[config.mk]
export PLATFORM = sky130hd
export DESIGN_NAME = operand_fetch_wb_flat
export DESIGN_NICKNAME = d
export VERILOG_FILES = /design/src/rtl/operand_fetch_wb_pkg.sv /design/src/rtl/operand_fetch_wb_if.sv /design/src/rtl/operand_fetch_wb_reg_scoreboard.sv /design/src/rtl/operand_fetch_wb.sv /design/src/flat_wrapper.sv
export SDC_FILE = /design/constraint.sdc
export NUM_CORES = 1
export LEC_CHECK = 0
export BUFFER_PORTS_ARGS = -buffer_cell sky130_fd_sc_hd__buf_4
export CAP_MARGIN = 20
export CORE_ASPECT_RATIO = 0.8
export CORE_MARGIN = 10
export CORE_UTILIZATION = 51
export CTS_CLUSTER_SIZE = 20
export DETAILED_ROUTE_END_ITERATION = 10
export PLACE_DENSITY_LB_ADDON = 0.15
export RECOVER_POWER = 25
export SLEW_MARGIN = 20
export SYNTH_ARGS = -nofsm -noshare
export SYNTH_HDL_FRONTEND = slang
export SYNTH_SLANG_ARGS = --single-unit
[constraint.sdc]
create_clock -name clk -period 6 [get_ports clk]
set_input_delay 0.9 -clock clk [delete_from_list [all_inputs] [get_ports clk]]
set_output_delay 0.9 -clock clk [all_outputs]
set_load 0.01 [all_outputs]
[src/rtl/operand_fetch_wb_pkg.sv]
// Shared types and constants for the operand-fetch / writeback stage:
// register-file geometry, the captured-issue record and the bypass hit test.
package operand_fetch_wb_pkg;

  localparam int AW   = 4;
  localparam int DW   = 32;
  localparam int NREG = 2 ** AW;

  typedef logic [AW-1:0] reg_addr_t;
  typedef logic [DW-1:0] reg_data_t;

  localparam reg_addr_t REG_R2 = 4'd2;
  localparam reg_addr_t REG_R3 = 4'd3;
  localparam reg_addr_t REG_R4 = 4'd4;
  localparam reg_addr_t REG_R6 = 4'd6;
  localparam reg_addr_t REG_R7 = 4'd7;

  typedef struct packed {
    reg_data_t op1;
    reg_data_t op2;
    reg_addr_t rd;
    logic      wr_rd;
  } issue_t;

  // True when this cycle's writeback targets addr.
  function automatic logic wb_hit(input logic wb_valid, input reg_addr_t wb_addr,
                                  input reg_addr_t addr);
    return wb_valid && (wb_addr == addr);
  endfunction

endpackage

[src/rtl/operand_fetch_wb_if.sv]
// Decode, execute, writeback and register-file signals of the operand-fetch stage.
// The stage itself uses the slave modport; its environment uses master.
interface operand_fetch_wb_if;
  import operand_fetch_wb_pkg::*;

  logic      in_valid;
  logic      in_ready;
  reg_addr_t in_rs1;
  reg_addr_t in_rs2;
  logic      in_use_rs1;
  logic      in_use_rs2;
  reg_addr_t in_rd;
  logic      in_wr_rd;

  logic      out_valid;
  logic      out_ready;
  reg_data_t out_op1;
  reg_data_t out_op2;
  reg_addr_t out_rd;
  logic      out_wr_rd;

  logic      wb_valid;
  reg_addr_t wb_addr;
  reg_data_t wb_data;

  reg_addr_t rf_rport1_addr;
  reg_addr_t rf_rport2_addr;
  reg_data_t rf_rport1_data;
  reg_data_t rf_rport2_data;
  logic      rf_wport_enable;
  reg_addr_t rf_wport_addr;
  reg_data_t rf_wport_data;

  modport slave (
    input  in_valid, in_rs1, in_rs2, in_use_rs1, in_use_rs2, in_rd, in_wr_rd,
    output in_ready,
    output out_valid, out_op1, out_op2, out_rd, out_wr_rd,
    input  out_ready,
    input  wb_valid, wb_addr, wb_data,
    output rf_rport1_addr, rf_rport2_addr,
    input  rf_rport1_data, rf_rport2_data,
    output rf_wport_enable, rf_wport_addr, rf_wport_data
  );

  modport master (
    output in_valid, in_rs1, in_rs2, in_use_rs1, in_use_rs2, in_rd, in_wr_rd,
    input  in_ready,
    input  out_valid, out_op1, out_op2, out_rd, out_wr_rd,
    output out_ready,
    output wb_valid, wb_addr, wb_data,
    input  rf_rport1_addr, rf_rport2_addr,
    output rf_rport1_data, rf_rport2_data,
    input  rf_wport_enable, rf_wport_addr, rf_wport_data
  );

endinterface

[src/rtl/operand_fetch_wb_reg_scoreboard.sv]
// Busy-register scoreboard: one bit per architectural register marking an
// outstanding write. Clear from writeback, set from issue; set wins on a tie.
module operand_fetch_wb_reg_scoreboard
  import operand_fetch_wb_pkg::*;
(
  input  logic      clk,
  input  logic      rst,
  input  logic      clr_en_i,
  input  reg_addr_t clr_addr_i,
  input  logic      set_en_i,
  input  reg_addr_t set_addr_i,
  input  reg_addr_t rs1_i,
  input  reg_addr_t rs2_i,
  input  reg_addr_t rd_i,
  output logic      busy_rs1_o,
  output logic      busy_rs2_o,
  output logic      busy_rd_o
);

  logic [NREG-1:0] busy_q;
  logic [NREG-1:0] busy_d;

  // Next busy vector: clear first so a same-register set overrides it.
  always_comb begin
    busy_d = busy_q;
    if (clr_en_i) begin
      busy_d[clr_addr_i] = 1'b0;
    end else begin
      busy_d = busy_q;
    end
    if (set_en_i) begin
      busy_d[set_addr_i] = 1'b1;
    end else begin
      busy_d[set_addr_i] = busy_d[set_addr_i];
    end
  end

  // Busy vector state.
  always_ff @(posedge clk or posedge rst) begin
    if (rst) begin
      busy_q <= {NREG{1'b0}};
    end else begin
      busy_q <= busy_d;
    end
  end

  // Lookups see the current state only; same-cycle clears are handled by the caller.
  assign busy_rs1_o = busy_q[rs1_i];
  assign busy_rs2_o = busy_q[rs2_i];
  assign busy_rd_o  = busy_q[rd_i];

endmodule

[src/rtl/operand_fetch_wb.sv]
// Operand fetch with writeback bypass, RAW/WAW hazard stall and a single
// valid/ready output register feeding execute.
module operand_fetch_wb
  import operand_fetch_wb_pkg::*;
(
  input  logic               clk,
  input  logic               rst,
  operand_fetch_wb_if.slave  bus
);

  logic      hit_rs1;
  logic      hit_rs2;
  logic      hit_rd;
  logic      busy_rs1;
  logic      busy_rs2;
  logic      busy_rd;
  logic      src_haz1;
  logic      src_haz2;
  logic      waw_haz;
  logic      in_ready;
  logic      accept;
  reg_data_t op1_byp;
  reg_data_t op2_byp;

  issue_t    out_q;
  issue_t    out_d;
  logic      out_valid_q;
  logic      out_valid_d;

  assign bus.rf_rport1_addr  = bus.in_rs1;
  assign bus.rf_rport2_addr  = bus.in_rs2;
  assign bus.rf_wport_enable = bus.wb_valid;
  assign bus.rf_wport_addr   = bus.wb_addr;
  assign bus.rf_wport_data   = bus.wb_data;

  // The file writes at the edge, so a same-cycle writeback must be forwarded
  // and also counts as already clearing the busy bit for hazard purposes.
  always_comb begin
    hit_rs1  = wb_hit(bus.wb_valid, bus.wb_addr, bus.in_rs1);
    hit_rs2  = wb_hit(bus.wb_valid, bus.wb_addr, bus.in_rs2);
    hit_rd   = wb_hit(bus.wb_valid, bus.wb_addr, bus.in_rd);
    op1_byp  = hit_rs1 ? bus.wb_data : bus.rf_rport1_data;
    op2_byp  = hit_rs2 ? bus.wb_data : bus.rf_rport2_data;
    src_haz1 = bus.in_use_rs1 && busy_rs1 && !hit_rs1;
    src_haz2 = bus.in_use_rs2 && busy_rs2 && !hit_rs2;
    waw_haz  = bus.in_wr_rd && busy_rd && !hit_rd;
    in_ready = (!out_valid_q || bus.out_ready) && !src_haz1 && !src_haz2 && !waw_haz;
    accept   = bus.in_valid && in_ready;
  end

  assign bus.in_ready = in_ready;

  // Output register next state: capture on accept, drain on ready, else hold.
  always_comb begin
    out_valid_d = out_valid_q;
    out_d       = out_q;
    if (accept) begin
      out_valid_d = 1'b1;
      out_d.op1   = op1_byp;
      out_d.op2   = op2_byp;
      out_d.rd    = bus.in_rd;
      out_d.wr_rd = bus.in_wr_rd;
    end else if (bus.out_ready) begin
      out_valid_d = 1'b0;
    end else begin
      out_valid_d = out_valid_q;
    end
  end

  // Output register state.
  always_ff @(posedge clk or posedge rst) begin
    if (rst) begin
      out_valid_q <= 1'b0;
      out_q       <= '0;
    end else begin
      out_valid_q <= out_valid_d;
      out_q       <= out_d;
    end
  end

  assign bus.out_valid = out_valid_q;
  assign bus.out_op1   = out_q.op1;
  assign bus.out_op2   = out_q.op2;
  assign bus.out_rd    = out_q.rd;
  assign bus.out_wr_rd = out_q.wr_rd;

  operand_fetch_wb_reg_scoreboard u_sb (
    .clk        (clk),
    .rst        (rst),
    .clr_en_i   (bus.wb_valid),
    .clr_addr_i (bus.wb_addr),
    .set_en_i   (accept && bus.in_wr_rd),
    .set_addr_i (bus.in_rd),
    .rs1_i      (bus.in_rs1),
    .rs2_i      (bus.in_rs2),
    .rd_i       (bus.in_rd),
    .busy_rs1_o (busy_rs1),
    .busy_rs2_o (busy_rs2),
    .busy_rd_o  (busy_rd)
  );

endmodule

[src/flat_wrapper.sv]
// flat-port wrapper written by rule: the top's interface ports become plain ports
module operand_fetch_wb_flat import operand_fetch_wb_pkg::*;
  (clk, rst, bus_in_valid, bus_in_rs1, bus_in_rs2, bus_in_use_rs1, bus_in_use_rs2, bus_in_rd, bus_in_wr_rd, bus_in_ready, bus_out_valid, bus_out_op1, bus_out_op2, bus_out_rd, bus_out_wr_rd, bus_out_ready, bus_wb_valid, bus_wb_addr, bus_wb_data, bus_rf_rport1_addr, bus_rf_rport2_addr, bus_rf_rport1_data, bus_rf_rport2_data, bus_rf_wport_enable, bus_rf_wport_addr, bus_rf_wport_data);
  operand_fetch_wb_if bus_i ();
  input  logic clk;
  input  logic rst;
  input wire logic [$bits(bus_i.in_valid)-1:0] bus_in_valid;
  input wire logic [$bits(bus_i.in_rs1)-1:0] bus_in_rs1;
  input wire logic [$bits(bus_i.in_rs2)-1:0] bus_in_rs2;
  input wire logic [$bits(bus_i.in_use_rs1)-1:0] bus_in_use_rs1;
  input wire logic [$bits(bus_i.in_use_rs2)-1:0] bus_in_use_rs2;
  input wire logic [$bits(bus_i.in_rd)-1:0] bus_in_rd;
  input wire logic [$bits(bus_i.in_wr_rd)-1:0] bus_in_wr_rd;
  output wire logic [$bits(bus_i.in_ready)-1:0] bus_in_ready;
  output wire logic [$bits(bus_i.out_valid)-1:0] bus_out_valid;
  output wire logic [$bits(bus_i.out_op1)-1:0] bus_out_op1;
  output wire logic [$bits(bus_i.out_op2)-1:0] bus_out_op2;
  output wire logic [$bits(bus_i.out_rd)-1:0] bus_out_rd;
  output wire logic [$bits(bus_i.out_wr_rd)-1:0] bus_out_wr_rd;
  input wire logic [$bits(bus_i.out_ready)-1:0] bus_out_ready;
  input wire logic [$bits(bus_i.wb_valid)-1:0] bus_wb_valid;
  input wire logic [$bits(bus_i.wb_addr)-1:0] bus_wb_addr;
  input wire logic [$bits(bus_i.wb_data)-1:0] bus_wb_data;
  output wire logic [$bits(bus_i.rf_rport1_addr)-1:0] bus_rf_rport1_addr;
  output wire logic [$bits(bus_i.rf_rport2_addr)-1:0] bus_rf_rport2_addr;
  input wire logic [$bits(bus_i.rf_rport1_data)-1:0] bus_rf_rport1_data;
  input wire logic [$bits(bus_i.rf_rport2_data)-1:0] bus_rf_rport2_data;
  output wire logic [$bits(bus_i.rf_wport_enable)-1:0] bus_rf_wport_enable;
  output wire logic [$bits(bus_i.rf_wport_addr)-1:0] bus_rf_wport_addr;
  output wire logic [$bits(bus_i.rf_wport_data)-1:0] bus_rf_wport_data;
  assign bus_i.in_valid = bus_in_valid;
  assign bus_i.in_rs1 = bus_in_rs1;
  assign bus_i.in_rs2 = bus_in_rs2;
  assign bus_i.in_use_rs1 = bus_in_use_rs1;
  assign bus_i.in_use_rs2 = bus_in_use_rs2;
  assign bus_i.in_rd = bus_in_rd;
  assign bus_i.in_wr_rd = bus_in_wr_rd;
  assign bus_in_ready = bus_i.in_ready;
  assign bus_out_valid = bus_i.out_valid;
  assign bus_out_op1 = bus_i.out_op1;
  assign bus_out_op2 = bus_i.out_op2;
  assign bus_out_rd = bus_i.out_rd;
  assign bus_out_wr_rd = bus_i.out_wr_rd;
  assign bus_i.out_ready = bus_out_ready;
  assign bus_i.wb_valid = bus_wb_valid;
  assign bus_i.wb_addr = bus_wb_addr;
  assign bus_i.wb_data = bus_wb_data;
  assign bus_rf_rport1_addr = bus_i.rf_rport1_addr;
  assign bus_rf_rport2_addr = bus_i.rf_rport2_addr;
  assign bus_i.rf_rport1_data = bus_rf_rport1_data;
  assign bus_i.rf_rport2_data = bus_rf_rport2_data;
  assign bus_rf_wport_enable = bus_i.rf_wport_enable;
  assign bus_rf_wport_addr = bus_i.rf_wport_addr;
  assign bus_rf_wport_data = bus_i.rf_wport_data;
  operand_fetch_wb u_core (.clk(clk), .rst(rst), .bus(bus_i));
endmodule
==> results of run 1 <==
==> cell families after synthesis <==
family                 Yosys count  synth area share
XOR/XNOR                         9            0.0155
AND/OR/NAND/NOR                130             0.107
buffers and inverters           81             0.102
multiplexers                   121             0.290
AO/OA/AOI/OAI                   44            0.0635
flip-flops                      86             0.422
==> power breakdown <==
part | switching [W] | total (W) | internal [W]
registers | 0.000120 | 0.000882 | 0.000762
logic | 0.000382 | 0.000873 | 0.000491
clock network | 0.000225 | 0.000643 | 0.000417
total | 0.000727 | 0.00240 | 0.00167
==> critical path: cells and delay by family <==
family	cells	cell delay, ps
muxes	1	510
buffers and inverters	4	530
AOI/OAI and AO/OA	3	920
==> how the worst max path moves through the flow <==
stage	startpoint	to	slack (ps)	depth (start not counted)
2_1_floorplan	bus_in_rd[1]	bus_in_ready	2390	9
3_3_place_gp	bus_in_rd[1]	bus_in_ready	2310	8
3_5_place_dp	bus_in_rd[1]	bus_in_ready	2240	8
4_1_cts	bus_in_rd[1]	bus_in_ready	2230	8
5_1_grt	bus_in_rd[1]	bus_in_ready	2130	8
6_report	bus_in_rd[1]	bus_in_ready	2220	8
==> Yosys cell counts (4+ instances only) <==
master    count  area, sq um
o41ai_1       8         70.1
inv_1         7         26.3
dfrtp_1      86         2150
mux2_2       90         1010
o31ai_1       8         60.1
mux2_4        9          135
mux4_2        9          203
nand2_1      99          372
mux2i_1      13          130
nor2_1        4         15.0
o21ai_0      18         90.1
nand2b_1      5         31.3
buf_4        51          383
xor2_1        6         52.6
buf_2         4         20.0
nand3_1      10         50.1
clkbuf_1     16         60.1
==> per-stage QoR <==
stage                     hold WS (ps)   util
after floorplan                    497      -
after global placement             491  0.681
after detailed placement           497  0.681
after CTS                          510  0.717
after global routing               525  0.718
final                              506  0.718
==> state kept, by name (all words and copies together), names as in the netlist <==
register,cells
u_core.bus.out_op1,32
u_core.bus.out_valid,1
u_core.bus.out_op2,32
u_core.bus.out_rd,4
u_core.bus.out_wr_rd,1
u_core.u_sb.busy_q,16
==> layer usage <==
metal	GRT usage	vias up
met1	0.261	2032
li1	-	1961
met3	0.0716	20
met4	0.0483	0
met5	0	-
met2	0.379	211
==> layout make-up <==
class	instances	area (sq um)
fill	739	2740
multi-input combinational	304	2440
sequential	86	2150
timing repair buffer	241	1810
clock buffer	10	239
tap	136	170
clock inverter	5	108
inverter	8	31.3
==> impl_results.md, run 1 <==
* H-tree depth at 3
* Min-Delay Path Class: flip-flop to flip-flop
* Crit path DAT at 2880 ps
* Peak VDD IR at 0.000214 V
* Placed Cells at 775
* Cell area after layout at 0.00695 sq mm
* Root buf cell: clkbuf_16
* Share of cells above drive strength 1 at 0.569
* Endpoints failing setup at 0
* Hold-fix buffers at CTS at 0
* WS Path Type: primary input to primary output
* Rel. slew slack at 0.482
* Hold Path Stages at 1
* Area post-placement at 0.00660 sq mm
* CP Data Required Time at 5100 ps
* Hold Path End: u_core.bus.out_op2[14]$_DFFE_PP0P_
* Max Fanout on Critical Path at 19
* Tot Pwr at 0.00240 W
* Routed WL per cell at 20.7 microns
* Worst reg2reg path endpoint: u_core.bus.out_op2[29]$_DFFE_PP0P_
* Clock Pin Slew Worst Setup and Hold Paths at 60 ps
* First-pass GRT wire length at 25.2 mm
* Setup TNS at 0 ps
* GRT Util Overall at 0.218
* Syn avg cell area at 10.8 sq um
* Routed WL at 16.3 mm
* Cells after Synth at 471
* EDFF count, synth at 0
* Initial Utilization at 0.526
* CTS sink count at 86
* Synthesis-stage register bit count at 86
* Startpoint types: primary input
* Final nets at 770
* Count of pins over their slew limit at 0
* RSZ-0062 raised after global routing: no
* DRC at 0
* Async S/R FF share, synth at 1.00
* Max_cap viols at 0
* Layout area overhead at 36.3%
* Num ports at 236
* Commonest non-fill, non-tap cell in the layout: buf_4
* Vias at 4224
* Post-route setup slack at 2220 ps
* Uppermost layer routed: met4
* Largest net degree at the start of global routing at 87
* Grt ovf at 0
* Postcts setup bufs at 0
* Synth warn at 0
* Status: finished, final reports clean
* CP Capture Type: primary output
* Number of gates resized after cts at 0
* Pwr/cell area at 345 mW/mm^2
* Netlist Area Pre-Place at 0.00510 sq mm
* Skew final at 8.78 ps
* Tcrit/Tclk final at 0.630
* Max clock buf depth at 2
* DR WL met3 at 1.45 mm
* Critical-path top delay cell: mux4_2
* Core Area at 0.00969 sq mm
* Least-Margin Pin Slew at 776 ps
* R2R cell count at 7
* Wire length on met1 at 6.51 mm
* P_leak at 3.38 nW
* DRT antenna net count at 0
* Fin crit period at 3780 ps
* Rows at 32
* Clock tree from TritonCTS: done
* Non-filler cells, final at 790
* Register-to-Register Setup Slack at 3230 ps
* CP peak stage delay at 510 ps
* Die W at 132 microns
* Top_reg_cell synth: dfrtp_1
* Avg Vias per Cell at 5.35
* Drt pass-1 iters at 5
* Fmax at 265 MHz
* Post-Syn Nets at 591
* Hold Vio Cnt, Final at 0
* Worst-path cell chain: buf_4, inv_1, mux4_2, a221oi_1, a32o_2, a31o_2, inv_1, buf_4
* Initial DRC count at 348
* Routability cong. at 0.919
* Hold_sp: u_core.bus.out_op2[14]$_DFFE_PP0P_
* DP Wirelength at 12.6 mm
* Place WS at 2240 ps
* Unique masters post-synth at 37
* Chip height at 109 microns
* RR Startpoint: u_core.u_sb.busy_q[11]$_DFF_PP0_
* Antenna violations before repair at 0
* Commonest cells after routing, fill and taps aside: 239 x buf_4, 99 x nand2_1, 90 x mux2_2
* Vias in the first global route at 4535
* Clock latency at the later pin of the worst-skew pair at 330 ps
* Die footprint at 0.0144 sq mm
* Antenna cells at 0
* Post-synthesis sequential area ratio at 0.422
* Port buffer count at 235
* Num CTS Buffers at 9
* Routed wl met2 at 8.18 mm
Note: power is estimated with default switching activity, not from simulation.
==> run 2, diff against run 1 <==
- CORE_UTILIZATION: 51 -> 48
- clock period: 6 -> 3.61 ns (I/O delays scaled with it)
==> impl_results.md, run 2 (synthesis results as in run 1) <==
* Skew final at 6.81 ps
* Fmax at 359 MHz
* H-tree depth at 3
* Port buffer count at 235
* DRT antenna net count at 0
* Commonest cells after routing, fill and taps aside: 240 x buf_4, 99 x nand2_1, 90 x mux2_2
* Postcts setup bufs at 0
* Crit path DAT at 2240 ps
* Clock latency at the later pin of the worst-skew pair at 340 ps
* CP Capture Type: primary output
* Routed WL at 15.9 mm
* DRC at 0
* Clock tree from TritonCTS: done
* Post-Route Utilization at 0.675
* Setup TNS at 0 ps
* Worst path depth at 8
* DP Wirelength at 12.6 mm
* Share of cells above drive strength 1 at 0.566
* Num CTS Buffers at 9
* CTS sink count at 86
* Vias at 4188
* Clock Pin Slew Worst Setup and Hold Paths at 60 ps
* Number of gates resized after cts at 0
* Pwr/cell area at 566 mW/mm^2
* P_leak at 3.39 nW
* Largest net degree at the start of global routing at 63
* CP peak stage delay at 520 ps
* RSZ-0062 raised after global routing: no
* Antenna violations before repair at 0
* Drt pass-1 iters at 4
* Rel. slew slack at -0.536
* Initial Utilization at 0.494
* Vias in the first global route at 4333
* R2R cell count at 7
* Routability cong. at 0.917
* Max_cap viols at 1
* Max Fanout on Critical Path at 9
* Violated checks: max-capacitance violations, max-slew violations
* Grt ovf at 0
* Tcrit/Tclk final at 0.771
* Worst-path cell chain: buf_4, inv_1, mux4_2, a221oi_1, a32o_2, a31o_2, inv_1, buf_4
* Commonest non-fill, non-tap cell in the layout: buf_4
* Layout area overhead at 36.7%
* Cell family with most CP delay: compound AO/OA/AOI/OAI gates
* Chip height at 112 microns
* Hold Path Stages at 2
* Fin crit period at 2780 ps
* Startpoint types: primary input
* Die W at 135 microns
* Critical-path top delay cell: mux4_2
* Least-Margin Pin Slew at 2300 ps
* Status: finished, violations left
* Count of pins over their slew limit at 63
* Num ports at 236
* Min-Delay Path Class: primary input to flip-flop
* CP Data Required Time at 3070 ps
* Layout fillers at 847
* Peak VDD IR at 0.000298 V
* Routed WL per cell at 19.9 microns
* Final nets at 773
* Endpoints failing setup at 0
* Initial DRC count at 311
* Core Area at 0.0103 sq mm
* Hold-fix buffers at CTS at 0
* Worst Path Buf+Inv at 4
* Die footprint at 0.0152 sq mm
* Avg Vias per Cell at 5.25
* Root buf cell: clkbuf_16
* First-pass GRT wire length at 24.3 mm
* Max clock buf depth at 2
* Rows at 33
* Antenna cells at 0
* Hold Vio Cnt, Final at 0
* GRT Util Overall at 0.200
* WS Path Type: primary input to primary output
==> run 2: worst reg2reg max path, delay by kind of cell, from the launching register on <==
kind                   cells  cell delay, ps
flip-flops                 1             440
buffers and inverters      1             340
AO/OA/AOI/OAI              2             580
multiplexers               4            1150
==> run 2: final cells by class <==
type	count	area, sq um	share of cell area
Sequential cell	86	2150	0.309
Clock inverter	6	111	0.0160
Multi-Input combinational cell	304	2440	0.350
Tap cell	140	175	0.0251
Timing Repair Buffer	244	1840	0.264
Clock buffer	9	225	0.0323
Inverter	8	30.0	0.00431
==> run 2: power breakdown <==
part           internal (W)  switching [W]  leakage, nW
clock network      0.000671       0.000365        0.161
logic              0.000825       0.000627         2.20
registers           0.00127       0.000192         1.03
total               0.00276        0.00118         3.39
==> run 2: path summary, 6_finish.rpt <==
path	start	to	slack [ps]
max	bus_in_rd[1]	bus_in_ready	830
min	bus_in_wr_rd	u_core.bus.out_wr_rd$_DFFE_PP0P_	470
max reg2reg	u_core.u_sb.busy_q[7]$_DFF_PP0_	u_core.bus.out_op2[23]$_DFFE_PP0P_	1000
min reg2reg	u_core.bus.out_op1[20]$_DFFE_PP0P_	u_core.bus.out_op1[20]$_DFFE_PP0P_	510
max in group asynchronous	rst	u_core.u_sb.busy_q[1]$_DFF_PP0_	950
min in group asynchronous	rst	u_core.bus.out_op2[13]$_DFFE_PP0P_	990
==> run 2: metal layers <==
| metal | vias up | track usage | share of wire |
|---|---|---|---|
| li1 | 1963 | - | - |
| met1 | 2003 | 0.234 | 0.39 |
| met2 | 202 | 0.334 | 0.50 |
| met3 | 20 | 0.0717 | 0.10 |
| met4 | 0 | 0.0652 | 0.017 |
| met5 | - | 0 | 0 |
==> run 2: metrics by stage <==
| step | worst slack [ps] | hold WS (ps) | cell area, sq um | total power (W) | cells |
|---|---|---|---|---|---|
| after detailed placement | 699 | 495 | 6640 | 0.00295 | 782 |
| after CTS | 855 | 460 | 6980 | 0.00400 | 797 |
| after floorplan | 721 | 497 | 5100 | 0.00220 | 471 |
| after global placement | 747 | 491 | 6640 | 0.00292 | 782 |
| after global routing | 384 | 466 | 6970 | 0.00416 | 797 |
| final | 826 | 473 | 6970 | 0.00395 | 797 |
